## config.mk

```make
export PLATFORM = sky130hd
export DESIGN_NAME = tri_edge_sequencer
export DESIGN_NICKNAME = d
export VERILOG_FILES = /design/src/rtl/soc_gfx_pkg.sv /design/src/rtl/line_stepper.sv /design/src/rtl/tri_edge_sequencer.sv
export SDC_FILE = /design/constraint.sdc
export NUM_CORES = 1
export LEC_CHECK = 0
export BUFFER_PORTS_ARGS = -buffer_cell sky130_fd_sc_hd__buf_2
export CAP_MARGIN = 15
export CELL_PAD_IN_SITES_DETAIL_PLACEMENT = 1
export CELL_PAD_IN_SITES_GLOBAL_PLACEMENT = 2
export CORE_ASPECT_RATIO = 1.75
export CORE_UTILIZATION = 35
export CTS_CLUSTER_SIZE = 20
export DETAILED_ROUTE_END_ITERATION = 8
export GPL_TIMING_DRIVEN = 0
export HOLD_SLACK_MARGIN = 0.03
export PLACE_DENSITY = 0.9
export SYNTH_ARGS = -nofsm -noshare
export SYNTH_HDL_FRONTEND = slang
export SYNTH_SLANG_ARGS = --single-unit
export TNS_END_PERCENT = 10
```

## constraint.sdc

```tcl
create_clock -name HCLK -period 4.95 [get_ports HCLK]
set_input_delay 0.99 -clock HCLK [delete_from_list [all_inputs] [get_ports HCLK]]
set_output_delay 0.99 -clock HCLK [all_outputs]
set_load 0.05 [all_outputs]
```

## src/rtl/soc_gfx_pkg.sv

```systemverilog
// Shared types for the graphics sequencing blocks.
// Holds the coordinate width, the coordinate and error-term types, the
// sequencer state encoding and the edge index type.
package soc_gfx_pkg;

    localparam int COORD_W = 9;
    localparam int ERR_W   = COORD_W + 2;

    typedef logic [COORD_W-1:0]      coord_t;
    typedef logic signed [ERR_W-1:0] err_t;
    typedef logic [1:0]              edge_idx_t;

    typedef enum logic [2:0] {
        IDLE,
        LOAD,
        DRAW,
        NEXT,
        FINISH
    } seq_state_t;

    localparam coord_t    COORD_ONE = coord_t'(1);
    localparam err_t      ERR_ZERO  = err_t'(0);
    localparam edge_idx_t EDGE_ONE  = edge_idx_t'(1);
    localparam edge_idx_t LAST_EDGE = edge_idx_t'(2);

endpackage

```

## src/rtl/line_stepper.sv

```systemverilog
// Bresenham line stepper.
// load     : latch start/end points and derive dx, dy, step directions, err.
// step     : advance one pixel along the line.
// xs..ye   : start and end point of the segment (used on load).
// x, y     : current pixel position.
// last     : the next step lands on the end point.
// zero_len : start equals end on the inputs (valid in the load cycle).
module line_stepper
    import soc_gfx_pkg::*;
(
    input  logic   HCLK,
    input  logic   HRESETn,
    input  logic   load,
    input  logic   step,
    input  coord_t xs,
    input  coord_t ys,
    input  coord_t xe,
    input  coord_t ye,
    output coord_t x,
    output coord_t y,
    output logic   last,
    output logic   zero_len
);

    coord_t x_q, y_q, xe_q, ye_q;
    err_t   dx_q, dy_q, err_q;
    logic   sx_neg_q, sy_neg_q;

    coord_t dx_abs, dy_abs, nx, ny;
    err_t   dx_ld, dy_ld, err_n;
    logic   step_x, step_y;

    // The doubled error can reach roughly three times the largest delta,
    // so the comparison is carried one bit wider than the error register.
    logic signed [ERR_W:0] e2, dx_w, dy_w;

    // Load-time deltas from the unregistered segment end points.
    always_comb begin
        dx_abs   = (xe >= xs) ? (xe - xs) : (xs - xe);
        dy_abs   = (ye >= ys) ? (ye - ys) : (ys - ye);
        dx_ld    = {2'b00, dx_abs};
        dy_ld    = {2'b00, dy_abs};
        zero_len = (xs == xe) && (ys == ye);
    end

    // One Bresenham step from the current position.
    always_comb begin
        e2     = {err_q, 1'b0};
        dx_w   = {dx_q[ERR_W-1], dx_q};
        dy_w   = {dy_q[ERR_W-1], dy_q};
        step_x = (e2 > -dy_w);
        step_y = (e2 < dx_w);
        err_n  = err_q - (step_x ? dy_q : ERR_ZERO) + (step_y ? dx_q : ERR_ZERO);
        nx     = x_q;
        ny     = y_q;
        if (step_x) nx = sx_neg_q ? (x_q - COORD_ONE) : (x_q + COORD_ONE);
        if (step_y) ny = sy_neg_q ? (y_q - COORD_ONE) : (y_q + COORD_ONE);
        last   = (nx == xe_q) && (ny == ye_q);
    end

    always_ff @(posedge HCLK or negedge HRESETn) begin
        if (!HRESETn) begin
            x_q      <= '0;
            y_q      <= '0;
            xe_q     <= '0;
            ye_q     <= '0;
            dx_q     <= '0;
            dy_q     <= '0;
            err_q    <= '0;
            sx_neg_q <= 1'b0;
            sy_neg_q <= 1'b0;
        end else if (load) begin
            x_q      <= xs;
            y_q      <= ys;
            xe_q     <= xe;
            ye_q     <= ye;
            dx_q     <= dx_ld;
            dy_q     <= dy_ld;
            err_q    <= dx_ld - dy_ld;
            sx_neg_q <= (xe < xs);
            sy_neg_q <= (ye < ys);
        end else if (step) begin
            x_q   <= nx;
            y_q   <= ny;
            err_q <= err_n;
        end
    end

    assign x = x_q;
    assign y = y_q;

endmodule

```

## src/rtl/tri_edge_sequencer.sv

```systemverilog
// Triangle outline sequencer.
// Snapshots three vertices on start and walks edges v1->v2, v2->v3, v3->v1
// through a Bresenham stepper, emitting one pixel per valid/ready beat.
// HCLK/HRESETn      : clock, asynchronous active-low reset.
// start/abort       : job request (IDLE only) and synchronous cancel.
// x1..y3            : vertex coordinates.
// pixel_x/y, pixel_valid, pixel_ready : pixel stream to the frame-buffer writer.
// edge_idx          : edge being drawn, 0 when idle.
// busy/done         : job in progress / one-cycle completion pulse.
module tri_edge_sequencer
    import soc_gfx_pkg::*;
(
    input  logic      HCLK,
    input  logic      HRESETn,
    input  logic      start,
    input  logic      abort,
    input  coord_t    x1,
    input  coord_t    y1,
    input  coord_t    x2,
    input  coord_t    y2,
    input  coord_t    x3,
    input  coord_t    y3,
    output coord_t    pixel_x,
    output coord_t    pixel_y,
    output logic      pixel_valid,
    input  logic      pixel_ready,
    output edge_idx_t edge_idx,
    output logic      busy,
    output logic      done
);

    seq_state_t state_q, state_d;
    edge_idx_t  edge_q;
    coord_t     vx1_q, vy1_q, vx2_q, vy2_q, vx3_q, vy3_q;
    coord_t     seg_xs, seg_ys, seg_xe, seg_ye;
    logic       capture, accept, degenerate, seg_last, seg_zero;

    assign capture    = (state_q == IDLE) && start && !abort;
    assign accept     = (state_q == DRAW) && pixel_ready;
    // All three vertices coincide: every edge is empty, so the final edge is
    // forced to draw its single start pixel.
    assign degenerate = (vx1_q == vx2_q) && (vx2_q == vx3_q) &&
                        (vy1_q == vy2_q) && (vy2_q == vy3_q);

    always_ff @(posedge HCLK or negedge HRESETn) begin
        if (!HRESETn) begin
            vx1_q <= '0; vy1_q <= '0;
            vx2_q <= '0; vy2_q <= '0;
            vx3_q <= '0; vy3_q <= '0;
        end else if (capture) begin
            vx1_q <= x1; vy1_q <= y1;
            vx2_q <= x2; vy2_q <= y2;
            vx3_q <= x3; vy3_q <= y3;
        end
    end

    always_ff @(posedge HCLK or negedge HRESETn) begin
        if (!HRESETn) begin
            edge_q <= '0;
        end else if (abort || capture || state_q == FINISH) begin
            edge_q <= '0;
        end else if (state_q == NEXT && edge_q != LAST_EDGE) begin
            edge_q <= edge_q + EDGE_ONE;
        end
    end

    always_comb begin
        seg_xs = vx3_q; seg_ys = vy3_q; seg_xe = vx1_q; seg_ye = vy1_q;
        case (edge_q)
            2'd0: begin seg_xs = vx1_q; seg_ys = vy1_q; seg_xe = vx2_q; seg_ye = vy2_q; end
            2'd1: begin seg_xs = vx2_q; seg_ys = vy2_q; seg_xe = vx3_q; seg_ye = vy3_q; end
            default: ;
        endcase
    end

    line_stepper u_stepper (
        .HCLK     (HCLK),
        .HRESETn  (HRESETn),
        .load     (state_q == LOAD),
        .step     (accept),
        .xs       (seg_xs),
        .ys       (seg_ys),
        .xe       (seg_xe),
        .ye       (seg_ye),
        .x        (pixel_x),
        .y        (pixel_y),
        .last     (seg_last),
        .zero_len (seg_zero)
    );

    always_ff @(posedge HCLK or negedge HRESETn) begin
        if (!HRESETn) state_q <= IDLE;
        else          state_q <= state_d;
    end

    // Abort overrides every transition.
    always_comb begin
        state_d = state_q;
        if (abort) begin
            state_d = IDLE;
        end else begin
            case (state_q)
                IDLE:   if (start) state_d = LOAD;
                LOAD:   state_d = (seg_zero && !(edge_q == LAST_EDGE && degenerate)) ? NEXT : DRAW;
                DRAW:   if (accept && seg_last) state_d = NEXT;
                NEXT:   state_d = (edge_q == LAST_EDGE) ? FINISH : LOAD;
                FINISH: state_d = IDLE;
                default: state_d = IDLE;
            endcase
        end
    end

    always_comb begin
        pixel_valid = (state_q == DRAW);
        busy        = (state_q == LOAD) || (state_q == DRAW) || (state_q == NEXT);
        done        = (state_q == FINISH);
        edge_idx    = busy ? edge_q : '0;
    end

endmodule

```

==> results.json, run 1 <==
{
  "fmax_mhz": 189,
  "final_area_mm2": 0.0124,
  "ys_ff_latch": 126,
  "die_w_um": 131,
  "dr_wl_met2_um": 20300,
  "gr-total-overflow": 0,
  "arrival_ns": 5.63,
  "root_buffer": "clkbuf_16",
  "crit_fanout": 5,
  "worstPathRequired_ns": 5.27,
  "path_clk_slew_ns": 0.06,
  "cts_made_buffers": 17,
  "cp-start-kind": "flip-flop",
  "synth_ff_type": "dfrtp_1",
  "cts_hold_buf": 0,
  "grt_pass1_wl_um": 55500,
  "synth-async-reset-ratio_pct": 100,
  "syn2layout_area_growth_pct": 22.3,
  "portBuffers": 81,
  "hold_start": "u_stepper.ye_q[0]$_DFFE_PN0P_",
  "syn_area_per_cell_um2": 8.99,
  "worst_slew_pin_slew_ns": 0.816,
  "cts_tree": "built",
  "drt_first_pass_iters": 5,
  "viasPerCell": 5.68,
  "m1WireLength_um": 12100,
  "hold_path.class": "reg2reg",
  "wl_um": 36600,
  "wl_per_cell_um": 22.2,
  "grt_start_max_net_pins": 67,
  "hold_violations": 0,
  "ys.warnings.count": 0,
  "grt_antenna_before_repair": 0,
  "ios": 82,
  "cp-startpoint": "u_stepper.dy_q[3]$_DFFE_PN0P_",
  "synth_cell_types": 68,
  "synth_edf_count": 0,
  "drt_iter0_drc": 328,
  "top_layer_used": "met4",
  "setup_viol": 6,
  "slew_headroom_pct": 45.6,
  "end_kind": "flip-flop",
  "syn-num-nets": 1295,
  "violations": "negative setup slack",
  "post-route-min-period_ns": 5.30,
  "status": "finished with violations",
  "worst_slack_ns": -0.353,
  "drive_gt1_share_pct": 23.8,
  "h-tree-depth": 4,
  "n_antenna_cell": 0,
  "fin_crit_sh_pct": 107,
  "synth.yosys.seq_area_share_pct": 31.1,
  "clk_latency_ns": 0.45,
  "grt_pass1_vias": 10100,
  "met3_length_um": 1090,
  "dp.final_hpwl_um": 28500,
  "drt.antenna.violating_nets": 0,
  "worstReg2RegStart": "u_stepper.dy_q[3]$_DFFE_PN0P_",
  "synthCells": 1129,
  "start_util_pct": 35.5,
  "yosys.area.top_type": "dfrtp_1",
  "post-route-drc-count": 0,
  "gr-usage-all-layers_pct": 25.4,
  "vias": 9347,
  "yosys.area.top_type_share_pct": 31.1,
  "synth_area_mm2": 0.0102,
  "clock-sinks": 126,
  "rows": 82,
  "max-clock-path-buffers": 2,
  "dpl-instance-area_mm2": 0.0111,
  "path_class": "reg2reg",
  "die_y_um": 227,
  "skew_ns": 0.0109,
  "cap_viol_max_count": 0,
  "slew_violations": 0,
  "core_area_mm2": 0.0286,
  "die-area_mm2": 0.0297,
  "rsz0062_at_grt": "true",
  "ys_top_cells_by_area": "dfrtp_1 31%, ha_1 11%, mux2_2 7.0%",
  "final_nets": 1421,
  "routabilityCongestion": 0.869
}
[cell families (layout without fill, tap and decap cells)]
| group | count (synthesis) | after routing | share of synthesized area (%) |
|---|---|---|---|
| xor+xnor | 80 | 80 | 6.90 |
| fa+ha+maj | 107 | 107 | 14.4 |
| mux | 70 | 70 | 7.73 |
| simple gates | 267 | 267 | 12.7 |
| compound gates | 325 | 326 | 21.4 |
| flops | 126 | 126 | 31.1 |
| buf+inv | 154 | 292 | 5.87 |
[flip-flops by register name, summed over array words and instances, names as in the netlist, 2 cells and up]
| signal | count |
|---|---|
| u_stepper.xe_q | 9 |
| u_stepper.y | 9 |
| u_stepper.dx_q | 9 |
| vy1_q | 9 |
| u_stepper.x | 9 |
| u_stepper.err_q | 11 |
| edge_q | 2 |
| u_stepper.dy_q | 9 |
| vx3_q | 9 |
| vy3_q | 9 |
| state_q | 3 |
| vx2_q | 9 |
| u_stepper.ye_q | 9 |
| vx1_q | 9 |
| vy2_q | 9 |
[worst max-delay path, stage by stage, from the launching register on]
cell	delay [ns]
dfrtp_2	0.42
nor4_4	0.30
nand2_2	0.17
xnor2_2	0.17
ha_1	0.32
buf_4	0.14
a221o_1	0.37
a31oi_2	0.22
nor3b_4	0.31
a21oi_4	0.15
buf_4	0.15
and2_1	0.15
ha_1	0.26
inv_1	0.04
ha_2	0.19
fa_2	0.38
a21o_1	0.19
a21oi_2	0.17
o21bai_1	0.09
a21oi_2	0.19
o21ai_2	0.10
a31oi_2	0.17
xnor2_1	0.15
nor2_1	0.06
a311o_1	0.30
[per-stage QoR]
step | util (%) | hold WS (ns) | TNS (ns) | setup WS (ns) | instances
2_1_floorplan | - | 0.450 | 0 | 0.0315 | 1129
3_3_place_gp | 38.7 | 0.467 | -8.72 | -1.29 | 1588
3_5_place_dp | 38.8 | 0.489 | -10.04 | -1.40 | 1589
4_1_cts | 42.6 | 0.504 | -2.04 | -0.497 | 1633
5_1_grt | 43.4 | 0.536 | -2.58 | -0.550 | 1646
6_report | 43.4 | 0.509 | -1.20 | -0.353 | 1646
[final cells by class]
class                      count  area, um2
clock buffer                  18        429
multi-input combinational    850       6820
tap                          378        473
sequential                   126       3160
fill                        3318      16200
timing repair buffer         109        646
clock inverter                14        241
inverter                     111        417
buffer                        40        235
[what timing repair did]
item                                   4_1_cts  5_1_grt
gates resized for setup                     80       28
setup endpoints to repair                   16        7
setup buffers                               14       13
cloned                                       0        1
pin swaps                                   20       24
endpoints found under the hold margin        0        0
[cell usage after synthesis (all sizes together), types with 7 or more instances]
library cell / instances
o21a: 12
o221ai: 12
a211oi: 11
a31oi: 13
clkbuf: 33
nor2b: 8
nor2: 45
inv: 111
nor3: 21
and3: 15
fa: 16
dfrtp: 126
buf: 10
o21bai: 14
xnor2: 53
a22o: 36
o21ai: 61
and2: 23
o2111ai: 7
ha: 91
xor2: 27
nor4: 12
mux2: 64
nand2: 99
a21o: 16
o22ai: 11
a21oi: 90
nand3: 21
[layer usage]
metal / vias to the layer above / track usage, %
li1: 4294 / -
met1: 4656 / 23.3
met2: 257 / 49.1
met3: 140 / 3.57
met4: 0 / 19.3
met5: - / 0
[placed cells by master (no fill, tap or decap), types with 7 or more instances in the layout]
cell type,n
a211oi_1,9
a21o_1,15
a21oi_1,62
a21oi_2,22
a21oi_4,7
a22o_1,36
a31oi_1,11
and2_1,21
and3_1,15
buf_2,85
buf_4,29
clkbuf_1,23
clkbuf_16,17
dfrtp_1,122
fa_1,15
ha_1,86
inv_1,109
mux2_2,63
nand2_1,98
nand3_1,21
nor2_1,43
nor2b_1,8
nor3_1,18
nor4_1,8
o21a_1,12
o21ai_0,53
o21bai_1,12
o221ai_1,12
o22ai_1,11
xnor2_1,50
xor2_1,27
[worst paths after layout]
| check | end | slack [ns] | cells after the start |
|---|---|---|---|
| worst max-delay path | u_stepper.err_q[10]$_DFFE_PN0P_ | -0.35 | 24 |
| worst min-delay path | u_stepper.ye_q[0]$_DFFE_PN0P_ | 0.51 | 2 |
| worst max register to register | u_stepper.err_q[10]$_DFFE_PN0P_ | -0.35 | 24 |
| worst min register to register | u_stepper.ye_q[0]$_DFFE_PN0P_ | 0.51 | 2 |
| max in group asynchronous | u_stepper.dy_q[3]$_DFFE_PN0P_ | 3.64 | 2 |
| min in group asynchronous | u_stepper.x[5]$_DFFE_PN0P_ | 0.53 | 1 |
Power of run 1 is left out: the tool's default activity adds up to more than one toggle a clock period on the data nets, which glitch-free logic cannot reach.
==> inputs of run 2 (changes only) <==
- CORE_UTILIZATION: 35 -> 36
- CTS_BUF_LIST: unset -> sky130_fd_sc_hd__clkbuf_4 sky130_fd_sc_hd__clkbuf_8
- CTS_CLUSTER_SIZE: 20 -> unset
- PLACE_DENSITY: 0.9 -> 0.92
==> results.json, run 2 (same netlist as run 1, synthesis figures left out) <==
{
  "drt_first_pass_iters": 4,
  "hold_path.class": "in2async",
  "ff2ff_path_depth": 21,
  "vias": 9223,
  "viasPerCell": 5.61,
  "die_w_um": 129,
  "arrival_ns": 5.70,
  "worstPathRequired_ns": 5.32,
  "wl_um": 35100,
  "regToRegSetupSlack_ns": -0.37,
  "skew_ns": 0.0172,
  "portBuffers": 81,
  "drt_iter0_drc": 356,
  "path_clk_slew_ns": 0.08,
  "wl_per_cell_um": 21.3,
  "hold_violations": 0,
  "setup_viol": 6,
  "worstReg2RegStart": "u_stepper.err_q[0]$_DFFE_PN0P_",
  "violations": "negative setup slack",
  "r2r_end": "u_stepper.err_q[10]$_DFFE_PN0P_",
  "die-area_mm2": 0.0289,
  "end_kind": "flip-flop",
  "gr-total-overflow": 0,
  "start_util_pct": 36.4,
  "grt_pass1_wl_um": 54300,
  "grt_start_max_net_pins": 67,
  "final_nets": 1423,
  "ios": 82,
  "core_area_mm2": 0.0279,
  "drive_gt1_share_pct": 23.9,
  "worst_slack_ns": -0.372,
  "slew_violations": 0,
  "final_cell_mix": "122 x dfrtp_1, 108 x inv_1, 97 x nand2_1",
  "status": "finished with violations",
  "fin_crit_sh_pct": 108,
  "drt.antenna.violating_nets": 0,
  "fmax_mhz": 188,
  "post-route-drc-count": 0,
  "path_class": "reg2reg",
  "dp.final_hpwl_um": 28100,
  "routabilityCongestion": 0.891,
  "post-route-min-period_ns": 5.32,
  "clock-sinks": 126,
  "cap_viol_max_count": 0,
  "root_buffer": "clkbuf_8",
  "gr-usage-all-layers_pct": 25.2,
  "rsz0062_at_grt": "true",
  "cp-start-kind": "flip-flop",
  "cts_tree": "built",
  "final_common_cell": "dfrtp_1",
  "rows": 81,
  "syn2layout_area_growth_pct": 19.6,
  "post-place-ws_ns": -1.35,
  "largest_register_ffs": 11,
  "slew_headroom_pct": 44.9,
  "die_y_um": 224,
  "grt_pass1_vias": 9995,
  "cts_made_buffers": 17,
  "clk_latency_ns": 0.49,
  "h-tree-depth": 4,
  "worst_slew_pin_slew_ns": 0.826,
  "max-clock-path-buffers": 2,
  "grt_antenna_before_repair": 1,
  "crit_fanout": 10,
  "largest-register": "u_stepper.err_q"
}
[run 2: critical path, stage by stage, from the launching register on]
cell and delay, ns:
dfrtp_1 0.44, ha_1 0.31, nor2b_1 0.13, o211ai_1 0.35, a211oi_1 0.16, nor3_1 0.34
xnor2_2 0.25, clkbuf_2 0.32, clkbuf_2 0.33, nand2_1 0.12, fa_1 0.52, inv_2 0.05
fa_2 0.39, a21o_1 0.20, a21oi_2 0.19, o21bai_2 0.10, a21oi_2 0.18, o21ai_2 0.12
a31oi_2 0.17, xnor2_1 0.14, nor2_1 0.06, a311o_1 0.34
[run 2: what timing repair did]
item,CTS,global route
pin swaps,25,23
buffers inserted,24,6
cloned,0,0
setup endpoints to repair,14,7
gates resized for setup,80,19
hold buffers,0,0
[run 2: area by class of cell]
class	instances	area, um2
diodes	1	2.50
plain buffers	40	214
clock buffers	21	277
clock inverters	11	164
fillers	3266	15700
inverters	111	417
multi-input cells	849	6780
flip-flops and latches	126	3160
well taps	373	467
repair buffers	112	668
[run 2: per-stage QoR]
stage	hold WS [ns]	cell area [um2]	instances	TNS [ns]	utilization, %
floorplan	0.450	10200	1129	0	-
global placement	0.467	11100	1583	-8.12	39.7
detailed placement	0.499	11100	1584	-9.07	39.9
CTS	0.495	12000	1638	-1.74	43.2
global route	0.539	12100	1644	-3.13	43.6
finish	0.487	12100	1644	-1.60	43.6
[run 2: worst max path at each step]
stage | start | end | slack, ns | cells after the start
2_1_floorplan | edge_q[0]$_DFFE_PN0P_ | u_stepper.err_q[10]$_DFFE_PN0P_ | 0.03 | 23
3_3_place_gp | edge_q[0]$_DFFE_PN0P_ | u_stepper.err_q[9]$_DFFE_PN0P_ | -1.23 | 22
3_5_place_dp | u_stepper.dy_q[2]$_DFFE_PN0P_ | u_stepper.err_q[9]$_DFFE_PN0P_ | -1.35 | 24
4_1_cts | u_stepper.dy_q[2]$_DFFE_PN0P_ | u_stepper.err_q[10]$_DFFE_PN0P_ | -0.43 | 26
5_1_grt | u_stepper.dy_q[4]$_DFFE_PN0P_ | u_stepper.err_q[10]$_DFFE_PN0P_ | -0.58 | 22
6_report | u_stepper.err_q[0]$_DFFE_PN0P_ | u_stepper.err_q[10]$_DFFE_PN0P_ | -0.37 | 21
[run 2: metal layers]
layer  part of all wire (%)  GRT usage, %  up-vias
met3                    2.4          3.34      104
met5                      0             0        -
met4                    6.7          17.8        0
li1                       -             -     4295
met1                     34          23.1     4621
met2                     57          49.6      203
Power of run 2 is left out for the same reason.
==> inputs of run 3 (changes only) <==
- clock period: 4.95 -> 4.7 ns (I/O delays scaled with it)
==> results.json, run 3 (same netlist as run 1, synthesis figures left out) <==
{
  "status": "finished with violations",
  "violations": "negative setup slack",
  "cts_made_buffers": 17,
  "die_y_um": 224,
  "clk_latency_ns": 0.48,
  "grt_antenna_before_repair": 0,
  "end_kind": "flip-flop",
  "skew_ns": 0.0168,
  "largest-register": "u_stepper.err_q",
  "final_common_cell": "dfrtp_1",
  "max-clock-path-buffers": 2,
  "cp-start-kind": "flip-flop",
  "grt_pass1_wl_um": 54800,
  "syn2layout_area_growth_pct": 21.7,
  "wl_um": 35600,
  "grt_pass1_vias": 10000,
  "slew_violations": 0,
  "gr-usage-all-layers_pct": 25.6,
  "cts_hold_buf": 0,
  "start_util_pct": 36.4,
  "drt_iter0_drc": 267,
  "worst-path-buf-inv": 3,
  "n_fill_cell": 3230,
  "final_cell_mix": "122 x dfrtp_1, 110 x inv_1, 97 x nand2_1",
  "cts_tree": "built",
  "slew_headroom_pct": 43.5,
  "fmax_mhz": 187,
  "viasPerCell": 5.58,
  "die_w_um": 129,
  "hold_ws_ns": 0.453,
  "die-area_mm2": 0.0289,
  "slowest_delay_ns": 0.50,
  "drive_gt1_share_pct": 26.1,
  "hold_path.class": "in2async",
  "post-route-drc-count": 0,
  "rsz0062_at_grt": "true",
  "final_nets": 1432,
  "arrival_ns": 5.70,
  "wl_per_cell_um": 21.6,
  "worst_slew_pin_slew_ns": 0.848,
  "portBuffers": 81,
  "rows": 81,
  "routabilityCongestion": 0.891,
  "cap_viol_max_count": 0,
  "path_class": "reg2reg",
  "worstPathRequired_ns": 5.05,
  "grt_start_max_net_pins": 67,
  "ios": 82,
  "gr-total-overflow": 0,
  "clock-sinks": 126,
  "root_buffer": "clkbuf_8",
  "fin_crit_sh_pct": 114,
  "setup_viol": 8,
  "drt_first_pass_iters": 6,
  "slowest_stage": "fa_1",
  "vias": 9201,
  "path_clk_slew_ns": 0.08,
  "hold_violations": 0,
  "drt.antenna.violating_nets": 0,
  "h-tree-depth": 4,
  "crit_family": "compound AO/OA/AOI/OAI gates",
  "path_cells": "nor4_4 -> nand2_2 -> buf_6 -> xnor2_2 -> ha_1 -> buf_4 -> a221o_1 -> a31oi_2 -> nor3b_4 -> a21oi_4 -> and2_4 -> fa_1 -> inv_2 -> fa_2 -> a21o_1 -> a21oi_2 -> o21bai_2 -> a21oi_2 -> o21ai_2 -> a31oi_2 -> xnor2_1 -> nor2_1 -> a311o_1",
  "crit_fanout": 5,
  "worst_slack_ns": -0.648,
  "post-route-min-period_ns": 5.35,
  "dp.final_hpwl_um": 28600,
  "n_antenna_cell": 0,
  "largest_register_ffs": 11,
  "core_area_mm2": 0.0279
}
## run 3: final timing paths
| path | start | to | slack, ns | depth (start not counted) |
|---|---|---|---|---|
| setup / recovery | u_stepper.dy_q[3]$_DFFE_PN0P_ | u_stepper.err_q[10]$_DFFE_PN0P_ | -0.65 | 23 |
| hold / removal | HRESETn | u_stepper.x[1]$_DFFE_PN0P_ | 0.45 | 1 |
| setup reg to reg | u_stepper.dy_q[3]$_DFFE_PN0P_ | u_stepper.err_q[10]$_DFFE_PN0P_ | -0.65 | 23 |
| hold reg to reg | u_stepper.ye_q[0]$_DFFE_PN0P_ | u_stepper.ye_q[0]$_DFFE_PN0P_ | 0.50 | 2 |
| max in group asynchronous | HRESETn | u_stepper.dy_q[0]$_DFFE_PN0P_ | 3.49 | 2 |
| min in group HCLK | u_stepper.ye_q[0]$_DFFE_PN0P_ | u_stepper.ye_q[0]$_DFFE_PN0P_ | 0.50 | 2 |
## run 3: final cells by class
class / instances / area (um2) / area share, %
Buffer: 41 / 260 / 2.11
Clock buffer: 24 / 318 / 2.57
Clock inverter: 6 / 82.6 / 0.669
Inverter: 111 / 417 / 3.37
Multi-Input combinational cell: 849 / 6910 / 55.9
Sequential cell: 126 / 3160 / 25.6
Tap cell: 373 / 467 / 3.78
Timing Repair Buffer: 120 / 739 / 5.99
## run 3: metrics by stage
stage          TNS [ns]  cells  util, %  setup WS (ns)  cell area, um2
2_1_floorplan    -0.253   1129        -        -0.0907           10200
4_1_cts           -3.28   1642     43.5         -0.678           12100
3_5_place_dp     -13.34   1584     40.0          -1.55           11100
5_1_grt           -5.13   1650     44.3         -0.798           12300
6_report          -3.43   1650     44.3         -0.648           12300
3_3_place_gp     -11.32   1583     39.8          -1.44           11100
## run 3: timing repair
item,in CTS,in global routing
pin swaps,26,35
cloned,0,0
setup buffers,29,9
resized for setup,93,34
setup endpoints to repair,20,8
## run 3: routing by layer
layer / vias up / GRT usage, % / routed length (um)
met1: 4560 / 23.2 / 11900
met5: - / 0 / 0
met4: 0 / 19.2 / 2800
met3: 116 / 4.32 / 1020
li1: 4306 / - / -
met2: 219 / 49.3 / 19800
Power of run 3 is left out for the same reason.
